==> src/rtl/diff_to_bcd_pkg.sv <==
// Shared constants and state encoding for the diff_to_bcd binary-to-BCD converter.
package diff_to_bcd_pkg;

    localparam int         CALC_WIDTH  = 8;
    localparam int         BCD_DIGITS  = 3;
    localparam logic [3:0] SHIFT_COUNT = 4'd8;

    typedef enum logic [1:0] {
        ST_IDLE  = 2'd0,
        ST_SHIFT = 2'd1,
        ST_DONE  = 2'd2
    } state_t;

endpackage

==> src/rtl/diff_to_bcd_digit_adj.sv <==
// Double-dabble digit correction: a BCD digit of 5 or more gets +3 before the shift.
module bcd_digit_adj (
    input  logic [3:0] digit,
    output logic [3:0] adjusted
);

    assign adjusted = (digit >= 4'd5) ? digit + 4'd3 : digit;

endmodule

==> src/rtl/diff_to_bcd.sv <==
// Sequential 8-bit binary (unsigned or two's complement) to sign + 3-digit BCD converter.
// One double-dabble bit per clock; results are held between conversions.
module diff_to_bcd
    import diff_to_bcd_pkg::*;
#(
    parameter int WIDTH = CALC_WIDTH
) (
    input  logic             Clk,
    input  logic             Rst,
    input  logic             Start,
    input  logic             Signed_Mode,
    input  logic [WIDTH-1:0] Value,
    output logic             Busy,
    output logic             Done,
    output logic             Neg,
    output logic [3:0]       Hundreds,
    output logic [3:0]       Tens,
    output logic [3:0]       Ones
);

    state_t state, state_nxt;

    logic [3:0]        bit_cnt;
    logic [WIDTH-1:0]  mag_sr;
    logic [3:0]        hund, tens, ones;
    logic              sign_lat;

    logic [3:0]        adj_h, adj_t, adj_o;
    logic              unused_hund_msb;

    logic signed [WIDTH-1:0] value_s;
    logic                    neg_in;
    logic [WIDTH-1:0]        mag_in;

    // Negating -128 wraps back to 0x80, which read unsigned is exactly 128.
    function automatic logic [WIDTH-1:0] magnitude(input logic signed [WIDTH-1:0] v,
                                                   input logic                    neg);
        logic signed [WIDTH-1:0] n;
        n = -v;
        return neg ? WIDTH'(n) : WIDTH'(v);
    endfunction

    assign value_s = Value;
    assign neg_in  = Signed_Mode & Value[WIDTH-1];
    assign mag_in  = magnitude(value_s, neg_in);

    bcd_digit_adj u_adj_h (.digit(hund), .adjusted(adj_h));
    bcd_digit_adj u_adj_t (.digit(tens), .adjusted(adj_t));
    bcd_digit_adj u_adj_o (.digit(ones), .adjusted(adj_o));

    // Hundreds never exceeds 2 before correction, so its adjusted MSB never shifts out.
    assign unused_hund_msb = adj_h[3];

    always_ff @(posedge Clk) begin
        if (Rst) begin
            state <= ST_IDLE;
        end else begin
            state <= state_nxt;
        end
    end

    always_comb begin
        state_nxt = state;
        case (state)
            ST_IDLE:  if (Start) state_nxt = ST_SHIFT;
            ST_SHIFT: if (bit_cnt == SHIFT_COUNT - 4'd1) state_nxt = ST_DONE;
            ST_DONE:  state_nxt = ST_IDLE;
            default:  state_nxt = ST_IDLE;
        endcase
    end

    // Busy and Done are registered views of the state, one cycle behind it.
    always_ff @(posedge Clk) begin
        if (Rst) begin
            Busy <= 1'b0;
            Done <= 1'b0;
        end else begin
            Busy <= (state == ST_SHIFT);
            Done <= (state == ST_DONE);
        end
    end

    always_ff @(posedge Clk) begin
        if (Rst) begin
            bit_cnt  <= 4'd0;
            mag_sr   <= '0;
            hund     <= 4'd0;
            tens     <= 4'd0;
            ones     <= 4'd0;
            sign_lat <= 1'b0;
        end else begin
            case (state)
                ST_IDLE: begin
                    if (Start) begin
                        mag_sr   <= mag_in;
                        sign_lat <= neg_in;
                        hund     <= 4'd0;
                        tens     <= 4'd0;
                        ones     <= 4'd0;
                        bit_cnt  <= 4'd0;
                    end
                end
                ST_SHIFT: begin
                    {hund, tens, ones, mag_sr} <= {adj_h[2:0], adj_t, adj_o, mag_sr, 1'b0};
                    bit_cnt <= bit_cnt + 4'd1;
                end
                default: ;
            endcase
        end
    end

    always_ff @(posedge Clk) begin
        if (Rst) begin
            Neg      <= 1'b0;
            Hundreds <= 4'd0;
            Tens     <= 4'd0;
            Ones     <= 4'd0;
        end else if (state == ST_DONE) begin
            Neg      <= sign_lat;
            Hundreds <= hund;
            Tens     <= tens;
            Ones     <= ones;
        end
    end

endmodule

==> config.mk <==
export PLATFORM = sky130hd
export DESIGN_NAME = diff_to_bcd
export DESIGN_NICKNAME = d
export VERILOG_FILES = /design/src/rtl/diff_to_bcd_pkg.sv /design/src/rtl/diff_to_bcd_digit_adj.sv /design/src/rtl/diff_to_bcd.sv
export SDC_FILE = /design/constraint.sdc
export NUM_CORES = 1
export LEC_CHECK = 0
export ABC_AREA = 1
export BUFFER_PORTS_ARGS = -buffer_cell sky130_fd_sc_hd__buf_2
export CAP_MARGIN = 20
export CORE_MARGIN = 8
export CORE_UTILIZATION = 36
export DETAILED_ROUTE_END_ITERATION = 8
export PLACE_DENSITY_LB_ADDON = 0.3
export SYNTH_ARGS = -nofsm -noshare
export SYNTH_HDL_FRONTEND = slang
export SYNTH_HIERARCHICAL = 1
export SYNTH_SLANG_ARGS = --single-unit
==> constraint.sdc <==
create_clock -name Clk -period 1.6 [get_ports Clk]
set_input_delay 0.24 -clock Clk [delete_from_list [all_inputs] [get_ports Clk]]
set_output_delay 0.24 -clock Clk [all_outputs]
set_load 0.005 [all_outputs]
Word level (Yosys, flattened, before mapping):

Cells that the tools add are included.
Widths: inputs -> output; s select.

* register bits: 42
* input port bits: 12
* output and inout port bits: 15
* word-level logic and storage cells: 46

* add/sub/neg operators: 5
* $lt $le $gt $ge: 3
* equality and inequality tests: 5
* muxes and demuxes: 14
* bitwise gates (word level): 1
* reductions and logical operators: 5

Operators with widths (count)
* $pmux 4 s2: 4
* $mux 8: 2
* $pmux 8 s2: 1
* $ge 4x3->1 const B: 3
* $mux 4: 3
* $add 4x2->4 const B: 2
* $neg 8->8: 1
* $reduce_and 2->1: 3
* $add 4x1->4 const B: 1
* $eq 4x3->1 const B: 1
* $mux 2: 2
* $ne 2x2->1 const B: 2
* $pmux 2 s2: 1
* $add 3x2->3 const B: 1
* $mux 3: 1
* $eq 2x1->1 const B: 1
* $eq 2x2->1 const B: 1
* $logic_not 2->1: 1
* $reduce_bool 2->1: 1
* $and 1x1->1: 1

Longest topological paths before layout:

Gate-level depths: netlist (run 1).

* depth in word-level cells: 4
* gate-level depth with buffers: 10
* mapped depth without buffers: 9

By module:

The synthesis (run 1) kept the hierarchy.

By module, submodules not included
* diff_to_bcd: instances 1, cells each 221, area an instance 1814.2 µm², sequential area each 840.8 µm²
* bcd_digit_adj: instances 3, cells each 23, area an instance 135.1 µm², sequential area each 0.0 µm²

Least setup slack after synthesis (run 1):

Ideal clock, no wire load.

* kind: register -> register
* from: register tens[0]
* to: register tens[2]
* library setup time: 128 ps
* arrival time: 1195 ps
* required time: 1472 ps
* setup slack: 278 ps
* cell stages (with the launch flop): 9
* path buffers: 0
* period minus slack after synthesis: 1322 ps
* cell sequence: dfxtp_1 inv_1 ha_1 nor2_4 nor2_4 nand2_1 o21ai_2 a22oi_2 nor2_1

* word-level cells in the longest chain between the ends: 3
* elaborated cells on any way between the ends: 4
* those cells by class: 1 x add/sub; 1 x order compare; 2 x mux

Ends and longest elaborated chain
* from (decl): line diff_to_bcd.sv:25 `logic [3:0] hund, tens, ones;`
* from (signal assigned): line diff_to_bcd.sv:104 `{hund, tens, ones, mag_sr} <= {adj_h[2:0], adj_t, adj_o, mag_sr, 1'b0};`
* $add 4x2->4 or $ge 4x3->1 (tied branches): line diff_to_bcd_digit_adj.sv:7 `assign adjusted = (digit >= 4'd5) ? digit + 4'd3 : digit;`
* $mux 4 *: line diff_to_bcd_digit_adj.sv:7
* net adj_t[1]: line diff_to_bcd.sv:28 `logic [3:0] adj_h, adj_t, adj_o;`
* $pmux 4 s2 *: line diff_to_bcd.sv:92 `case (state)`

The timed path passes the listed nets; every way through them passes the cells marked *.
A chain may end at the register's enable or synchronous reset.

Worst setup path after layout (run 1):

* from: register ones[0]
* to: register ones[2]

* word-level cells in the longest chain between the ends: 3
* elaborated cells on any way between the ends: 4
* those cells by class: 1 x add/sub; 1 x order compare; 2 x mux

Ends and longest elaborated chain (line)
* from (decl): diff_to_bcd.sv:25
* from (signal assigned): diff_to_bcd.sv:104
* $add 4x2->4 or $ge 4x3->1 (tied branches): diff_to_bcd_digit_adj.sv:7
* $mux 4 *: diff_to_bcd_digit_adj.sv:7
* net adj_o[1]: diff_to_bcd.sv:28
* $pmux 4 s2 *: diff_to_bcd.sv:92

Marked as above.

==> results.md, run 1 <==
- WL/cell: 12.1 um
- Die H: 94.1 um
- Worst-path clk slew: 0.08 ns
- Placeable Area: 5920 sq um
- Fin Hold WS: 0.202 ns
- Fillers: 616
- Final Hold Fails: 0
- Met1 usage: 0.137
- Reg2Reg Depth: 8
- Crit path max fanout: 6
- Root Driver: clkbuf_8
- Arrival time worst endpoint: 1.62 ns
- FF-to-FF End: ones[2]
- DRT antenna net count: 0
- Pre-Repair DR Iteration Count: 4
- Layout cells sized above 1: 0.255
- Dpl hpwl: 3420 um
- Leakage power: 1.08 nW
- Initial antenna violation count: 0
- Slew headroom: 0.685
- Synth warn: 6
- Clock Tree Buf Depth: 2
- CTS buffer count: 5
- Cell Rows: 28
- Total chip power: 0.00204 W
- Iter 0 DRT Violations: 88
- Worst VDD drop: 318 uV
- Starting Density: 0.370
- Vias: 1828
- Critical path class: reg2reg
- Synth-to-layout area growth: 12.6%
- WP data required: 1.79 ns
- Status: finished, final reports clean
- CTS tree: done
- Mapped Area: 2190 sq um
- Final wirelength: 4720 um
- Max-slew violation count: 0
- Max Fclk: 695 MHz
- Synth Instances: 285
- Worst-Margin Slew: 0.471 ns
- Worst Hold Class: in2reg
- Grt met2 use: 0.193
- # IOs: 27
- R2r setup slk: 0.16 ns
- Power per cell area: 828 nW/um^2
- Multi-input logic area: 1140 sq um
- RSZ-0062 raised after global routing: no
- First-pass GRT wire length: 8310 um
- Setup repair bufs after CTS: 0
- Max Cap Viol: 0
- DR DRC count: 0
- Clk_lat worst skew: 0.30 ns
- Drt via density: 4.70
- Met3 Usage GRT: 0.0280
- Synthesized area per cell: 7.70 sq um
- Hold Path Origin: Rst
- WHS Endpoint: mag_sr[5]
- Vias in the first global route: 1846
- CTS Sinks: 42
- # diodes: 0
- DIE WIDTH: 94.1 um
- WHS Path Cells: 2
- Worst setup SP type: register
- Die area: 8850 sq um
- Clock Skew: 0.00770 ns
- Final setup viols: 0
- Final Net Count: 333
- Period utilisation layout: 0.899
- Port Buf Inserts: 26
- Setup TNS Final: 0 ns
- Gp weighted congestion: 0.801
- H-tree depth reported by CTS: 2
- Post-CTS Hold Fix Bufs: 0
- Sequential cell area: 841 sq um
- Grt total ovfl: 0
- Final core utilization: 0.417
- Minimum clock period: 1.44 ns
- Post-CTS Resized: 0
- Worst r2r src: ones[0]
- All-Layer GR Usage: 0.117
- Busiest grt layer: met2
- Syn nets: 305
- Largest net degree at the start of global routing: 23
- Endpoint type of the worst setup path: register
-- worst max-delay path: stages (launching register included) --
cell     delay (ns)
dfxtp_1        0.43
inv_1          0.10
ha_1           0.25
nor2_4         0.15
nor2_4         0.07
nand2_1        0.07
o21ai_2        0.06
a22oi_2        0.14
nor2_1         0.05
-- cell usage in the layout (no fill, tap or decap), drive strengths merged --
cell and count:
nor2 63, nand2 47, dfxtp 42, inv 34
o21ai 34, buf 31, nand3 17, a22oi 12
ha 8, a21oi 8, clkbuf 6, o21a 2
nor3 2, o211ai 2, a21boi 1, a31oi 1
nor4 1, nand4 1, clkinv 1, clkinvlp 1
-- per-stage QoR --
stage	instances	area [sq um]	setup slack, ns
after global placement	381	2370	0.209
after detailed placement	381	2370	0.168
after global routing	389	2470	0.0305
final	389	2470	0.162
after CTS	389	2470	0.154
after floorplan	285	2190	0.278
-- state kept, by name, summed over array words and instances, names as in the netlist --
| signal | count |
|---|---|
| bit_cnt | 4 |
| mag_sr | 8 |
| Done | 1 |
| hund | 4 |
| Neg | 1 |
| state | 2 |
| sign_lat | 1 |
| Hundreds | 4 |
| tens | 4 |
| ones | 4 |
| Tens | 4 |
| Busy | 1 |
| Ones | 4 |
-- worst max-delay path by stage --
stage | cells after the start | startpoint | slack [ns] | end
after floorplan | 8 | tens[0] | 0.28 | tens[2]
after global placement | 8 | ones[0] | 0.21 | ones[2]
after detailed placement | 8 | tens[0] | 0.17 | tens[1]
after CTS | 8 | tens[0] | 0.15 | tens[1]
after global routing | 8 | tens[0] | 0.03 | tens[2]
final | 8 | ones[0] | 0.16 | ones[2]
-- report_power, final --
part,total [W],switching (W),internal [W]
Clock,0.000716,0.000369,0.000347
Sequential,0.00109,0.0000191,0.00107
Combinational,0.000235,0.000158,0.0000776
Total,0.00204,0.000546,0.00150
-- area by class of cell --
class                      instances  share of cell area
multi-input combinational        199               0.462
inverter                          34              0.0527
clock buffer                       6              0.0335
clock inverter                     2             0.00507
tap                               75              0.0380
sequential                        42               0.341
timing repair buffer              31              0.0679
-- layer usage --
layer	vias to the layer above	routed length, um
met1	810	2200
li1	979	-
met2	32	2240
met3	7	184
met5	-	0
met4	0	99
Power figures use the tool's default switching activity.
==> inputs of run 2 (changes only) <==
- CORE_UTILIZATION: 36 -> 50
- CTS_BUF_LIST: default -> sky130_fd_sc_hd__clkbuf_16
==> results.md, run 2 (same netlist as run 1, synthesis figures left out) <==
- Root Driver: clkbuf_16
- First-pass GRT wire length: 7910 um (-4.9%)
- Max-slew violation count: 0 (unchanged)
- WP data required: 1.77 ns (-0.02 ns)
- Worst-Margin Slew: 0.497 ns (+0.0253 ns)
- Clock Tree Buf Depth: 2 (unchanged)
- Cell Rows: 24 (-14%)
- Layout cells sized above 1: 0.248 (-0.00637)
- Power per cell area: 971 nW/um^2 (+17%)
- RSZ-0062 raised after global routing: no
- Leakage power: 1.12 nW (+3.6%)
- Minimum clock period: 1.43 ns (-0.00317 ns)
- Final Hold Fails: 0 (unchanged)
- Pre-Repair DR Iteration Count: 4 (unchanged)
- Arrival time worst endpoint: 1.61 ns (about the same)
- Placed insts: 358 (-6.0%)
- Die area: 6760 sq um (-24%)
- Finished Layout Cells: 366 (-5.9%)
- Slew headroom: 0.668 (-0.0169)
- Largest register by flop count: mag_sr
- Max Fclk: 697 MHz (+0.22%)
- Fillers: 401 (-35%)
- Slowest cell on the critical path: dfxtp_1
- Worst Hold Class: in2reg
- Crit path max fanout: 5 (-1)
- Period utilisation layout: 0.897 (-0.00198)
- Vias in the first global route: 1798 (-2.6%)
- Sw frac: 0.229 (-0.0380)
- DR DRC count: 0 (unchanged)
- WL/cell: 12.3 um (+1.4%)
- Post-CTS Hold Fix Bufs: 0 (unchanged)
- Final Net Count: 333 (unchanged)
- Final core utilization: 0.584 (+0.167)
- Gp weighted congestion: 0.786 (-1.9%)
- Buf/Inv on CP: 1 (unchanged)
- DIE WIDTH: 82.2 um (-13%)
- Setup repair bufs after CTS: 0 (unchanged)
- CP most frequent cell: nand2_1
- Port Buf Inserts: 26 (unchanged)
- Critical path class: reg2reg
- Starting Density: 0.511 (+0.140)
- CTS tree: done
- Cell-internal power: 0.00188 W (+25%)
- # IOs: 27 (unchanged)
- Iter 0 DRT Violations: 69 (-22%)
- Final setup viols: 0 (unchanged)
- CTS buffer count: 5 (unchanged)
- Sequential power share: 0.450 (-0.085)
- Worst VDD drop: 735 uV (+130%)
- Worst-path clk slew: 0.06 ns (-0.02 ns)
- Final wirelength: 4500 um (-4.6%)
- DRT antenna net count: 0 (unchanged)
- Clock Skew: 0.00267 ns (-0.00504 ns)
- Kind of cell adding the most delay to the critical path: flip-flops
- Commonest non-fill, non-tap cells in the layout: 54 x nor2_1, 42 x dfxtp_1, 40 x nand2_1
- Total chip power: 0.00244 W (+19%)
- Max Cap Viol: 0 (unchanged)
- Clock share of power: 0.455 (+0.105)
- Worst setup SP type: register
- Grt total ovfl: 0 (unchanged)
- Post-CTS Resized: 0 (unchanged)
- Dpl cell area: 2340 sq um (-1.2%)
- Vias: 1828 (unchanged)
- Initial antenna violation count: 0 (unchanged)
- Comb pwr share: 0.095 (-0.020)
- Placeable Area: 4290 sq um (-27%)
- # diodes: 0 (unchanged)
- Endpoint type of the worst setup path: register
- Die H: 82.2 um (-13%)
- Largest net degree at the start of global routing: 23 (unchanged)
- H-tree depth reported by CTS: 2 (unchanged)
- Switching power: 0.000558 W (+2.2%)
- Max FFs per register: 8 (unchanged)
- Setup TNS Final: 0 ns (unchanged)
- CTS Sinks: 42 (unchanged)
- Drt via density: 4.99 (+6.3%)
- Cell chain of the critical path: inv_1, ha_1, nand2_1, nand2_2, o21ai_0, nand2_1, a22oi_2, nor2_1
- Synth-to-layout area growth: 14.3%
- Dpl hpwl: 3260 um (-4.7%)
- Commonest non-fill, non-tap cell in the layout: nor2_1
- Status: finished, final reports clean
- All-Layer GR Usage: 0.148 (+0.0311)
- Clk_lat worst skew: 0.28 ns (-0.02 ns)
- Fin area: 2510 sq um (+1.6%)
- Max incr delay on CP: 0.41 ns (-0.02 ns)
run 2: path summary, 6_finish.rpt:
path               from         end  slack, ns  depth (start not counted)
min reg2reg  bit_cnt[0]  bit_cnt[0]       0.49                          1
max             tens[1]     tens[1]       0.17                          8
max reg2reg     tens[1]     tens[1]       0.17                          8
min                 Rst   mag_sr[7]       0.24                          2
run 2: metal layers:
layer	up-vias	track usage	wire (um)
li1	975	-	-
met1	815	0.164	2050
met2	36	0.267	2280
met3	2	0.0325	134
met4	0	0.0579	40
met5	-	0	0
run 2: layout make-up:
class                           count  area [sq um]  share of cell area
Sequential cell                    42           841               0.335
Timing Repair Buffer               31           168              0.0669
Clock inverter                      3          37.5              0.0150
Multi-Input combinational cell    199          1140               0.455
Tap cell                           52          65.1              0.0259
Clock buffer                        5           125              0.0499
Inverter                           34           130              0.0519
run 2: worst reg2reg max path, cell delays in order, from the launching register on:
cell	delay [ns]
dfxtp_1	0.41
inv_1	0.10
ha_1	0.19
nand2_1	0.08
nand2_2	0.07
o21ai_0	0.17
nand2_1	0.09
a22oi_2	0.15
nor2_1	0.05
run 2: power by group through the flow:
stage          sequential, W  combinational (W)  clock [W]
2_1_floorplan        0.00111           0.000201          0
3_3_place_gp         0.00112           0.000229          0
3_5_place_dp         0.00112           0.000231          0
4_1_cts              0.00109           0.000232    0.00113
5_1_grt              0.00110           0.000258    0.00117
6_report             0.00110           0.000231    0.00111
run 2: metrics by stage:
step / worst slack [ns] / hold slack, ns
2_1_floorplan: 0.278 / 0.408
3_3_place_gp: 0.229 / 0.470
3_5_place_dp: 0.186 / 0.477
4_1_cts: 0.171 / 0.238
5_1_grt: 0.0383 / 0.254
6_report: 0.165 / 0.244
==> inputs of run 3 (changes only) <==
- CORE_UTILIZATION: 50 -> 24
==> results.md, run 3 (same netlist as run 1, synthesis figures left out) <==
- Clock Tree Buf Depth: 2 (unchanged)
- Final Hold Fails: 0 (unchanged)
- Gp weighted congestion: 0.816 (+3.9%)
- Arrival time worst endpoint: 1.61 ns (about the same)
- Placeable Area: 9060 sq um (+110%)
- Drt via density: 4.34 (-13%)
- Placed insts: 417 (+16%)
- RSZ-0062 raised after global routing: no
- Kind of cell adding the most delay to the critical path: flip-flops
- Initial antenna violation count: 0 (unchanged)
- Layout cells sized above 1: 0.246 (-0.00240)
- WP data required: 1.77 ns (about the same)
- WL/cell: 11.5 um (-6.2%)
- Setup WS pre-CTS: 0.170 ns (-0.0163 ns)
- Pre-Repair DR Iteration Count: 4 (unchanged)
- CP most frequent cell: nor2_4
- Post-CTS Hold Fix Bufs: 0 (unchanged)
- Root Driver: clkbuf_16
- Buf/Inv on CP: 1 (unchanged)
- Starting Density: 0.242 (-0.269)
- Final setup margin: 0.157 ns (-0.00806 ns)
- Critical path class: reg2reg
- First-pass GRT wire length: 8610 um (+8.9%)
- Max Fclk: 693 MHz (-0.56%)
- Die H: 112 um (+36%)
- Clk_lat worst skew: 0.28 ns (about the same)
- All-Layer GR Usage: 0.0838 (-0.0640)
- Cell chain of the critical path: inv_1, ha_1, nor2_4, nor2_4, nand2_1, o21ai_2, a22oi_2, nor2_1
- Vias: 1840 (+0.66%)
- Max incr delay on CP: 0.42 ns (about the same)
- Max FFs per register: 8 (unchanged)
- Setup repair bufs after CTS: 0 (unchanged)
- Worst-path clk slew: 0.06 ns (about the same)
- Commonest non-fill, non-tap cells in the layout: 54 x nor2_1, 42 x dfxtp_1, 40 x nand2_1
- Fin Hold WS: 0.247 ns (+0.00291 ns)
- Leakage power: 1.10 nW (-1.3%)
- Dpl cell area: 2420 sq um (+3.1%)
- Worst-Margin Slew: 0.513 ns (+0.0159 ns)
- Post-CTS Resized: 0 (unchanged)
- # diodes: 0 (unchanged)
- Met1 usage: 0.0968 (-0.0670)
- Met3 Usage GRT: 0.0179 (-0.0146)
- Endpoint type of the worst setup path: register
- Worst Hold Class: in2reg
- Commonest non-fill, non-tap cell in the layout: nor2_1
- CTS tree: done
- Iter 0 DRT Violations: 114 (+65%)
- Worst VDD drop: 327 uV (-56%)
- Power per cell area: 886 nW/um^2 (-8.8%)
- CTS Sinks: 42 (unchanged)
- H-tree depth reported by CTS: 2 (unchanged)
- DIE WIDTH: 112 um (+36%)
- Busiest grt layer: met2
- Setup TNS Final: 0 ns (unchanged)
- Port Buf Inserts: 26 (unchanged)
- Worst setup SP type: register
- Clock Skew: 0.00446 ns (+0.00180 ns)
- DRT antenna net count: 0 (unchanged)
- Dpl hpwl: 3630 um (+11%)
- DR DRC count: 0 (unchanged)
- Largest register by flop count: mag_sr
- Final wirelength: 4900 um (+8.7%)
- Slowest cell on the critical path: dfxtp_1
- Largest net degree at the start of global routing: 23 (unchanged)
- Crit path max fanout: 6 (+1)
- Fillers: 982 (+140%)
- CTS buffer count: 5 (unchanged)
- Finished Layout Cells: 424 (+16%)
- Synth-to-layout area growth: 16.3%
- Final Net Count: 333 (unchanged)
- Fin area: 2550 sq um (+1.7%)
- Vias in the first global route: 1830 (+1.8%)
- Period utilisation layout: 0.902 (+0.00504)
- Slew headroom: 0.658 (-0.0106)
- Grt met2 use: 0.144 (-0.123)
- Final setup viols: 0 (unchanged)
- Die area: 12500 sq um (+84%)
- # IOs: 27 (unchanged)
- Minimum clock period: 1.44 ns (+0.00806 ns)
- Status: finished, final reports clean
- Max-slew violation count: 0 (unchanged)
- Grt total ovfl: 0 (unchanged)
- Max Cap Viol: 0 (unchanged)
- Cell Rows: 35 (+46%)
## run 3: where the power goes
part / total [W] / internal, W / leakage, nW / switching, W
registers: 0.00109 / 0.00108 / 0.340 / 0.0000192
clock network: 0.000932 / 0.000558 / 0.0723 / 0.000375
logic: 0.000234 / 0.0000775 / 0.689 / 0.000156
## run 3: final cells by class
| type | count | area [sq um] | share of cell area |
|---|---|---|---|
| Clock inverter | 2 | 7.51 | 0.00294 |
| Multi-Input combinational cell | 199 | 1140 | 0.447 |
| Inverter | 34 | 130 | 0.0510 |
| Timing Repair Buffer | 31 | 168 | 0.0657 |
| Tap cell | 111 | 139 | 0.0544 |
| Clock buffer | 5 | 125 | 0.0490 |
| Sequential cell | 42 | 841 | 0.330 |
## run 3: through the flow
stage	power (W)	utilization
after global routing	0.00237	0.281
after global placement	0.00135	0.267
after CTS	0.00230	0.281
after detailed placement	0.00136	0.267
after floorplan	0.00132	-
final	0.00226	0.281
## run 3: metal layers
layer  vias up  wire length, um  share of wire
met1       825             2340           0.48
met4         0              132          0.027
met3        10              132          0.027
met5         -                0              0
li1        976                -              -
met2        29             2290           0.47
## run 3: worst register-to-register path, stage by stage, from the launching register on
cell and delay, ns:
dfxtp_1 0.42, inv_1 0.10, ha_1 0.25, nor2_4 0.17
nor2_4 0.07, nand2_1 0.07, o21ai_2 0.06, a22oi_2 0.14
nor2_1 0.06
## run 3: worst paths after layout
kind / from / endpoint / slack [ns] / cells after the start
max: tens[0] / tens[2] / 0.16 / 8
min reg2reg: bit_cnt[3] / state[1] / 0.48 / 1
min: Rst / mag_sr[7] / 0.25 / 2
max reg2reg: tens[0] / tens[2] / 0.16 / 8
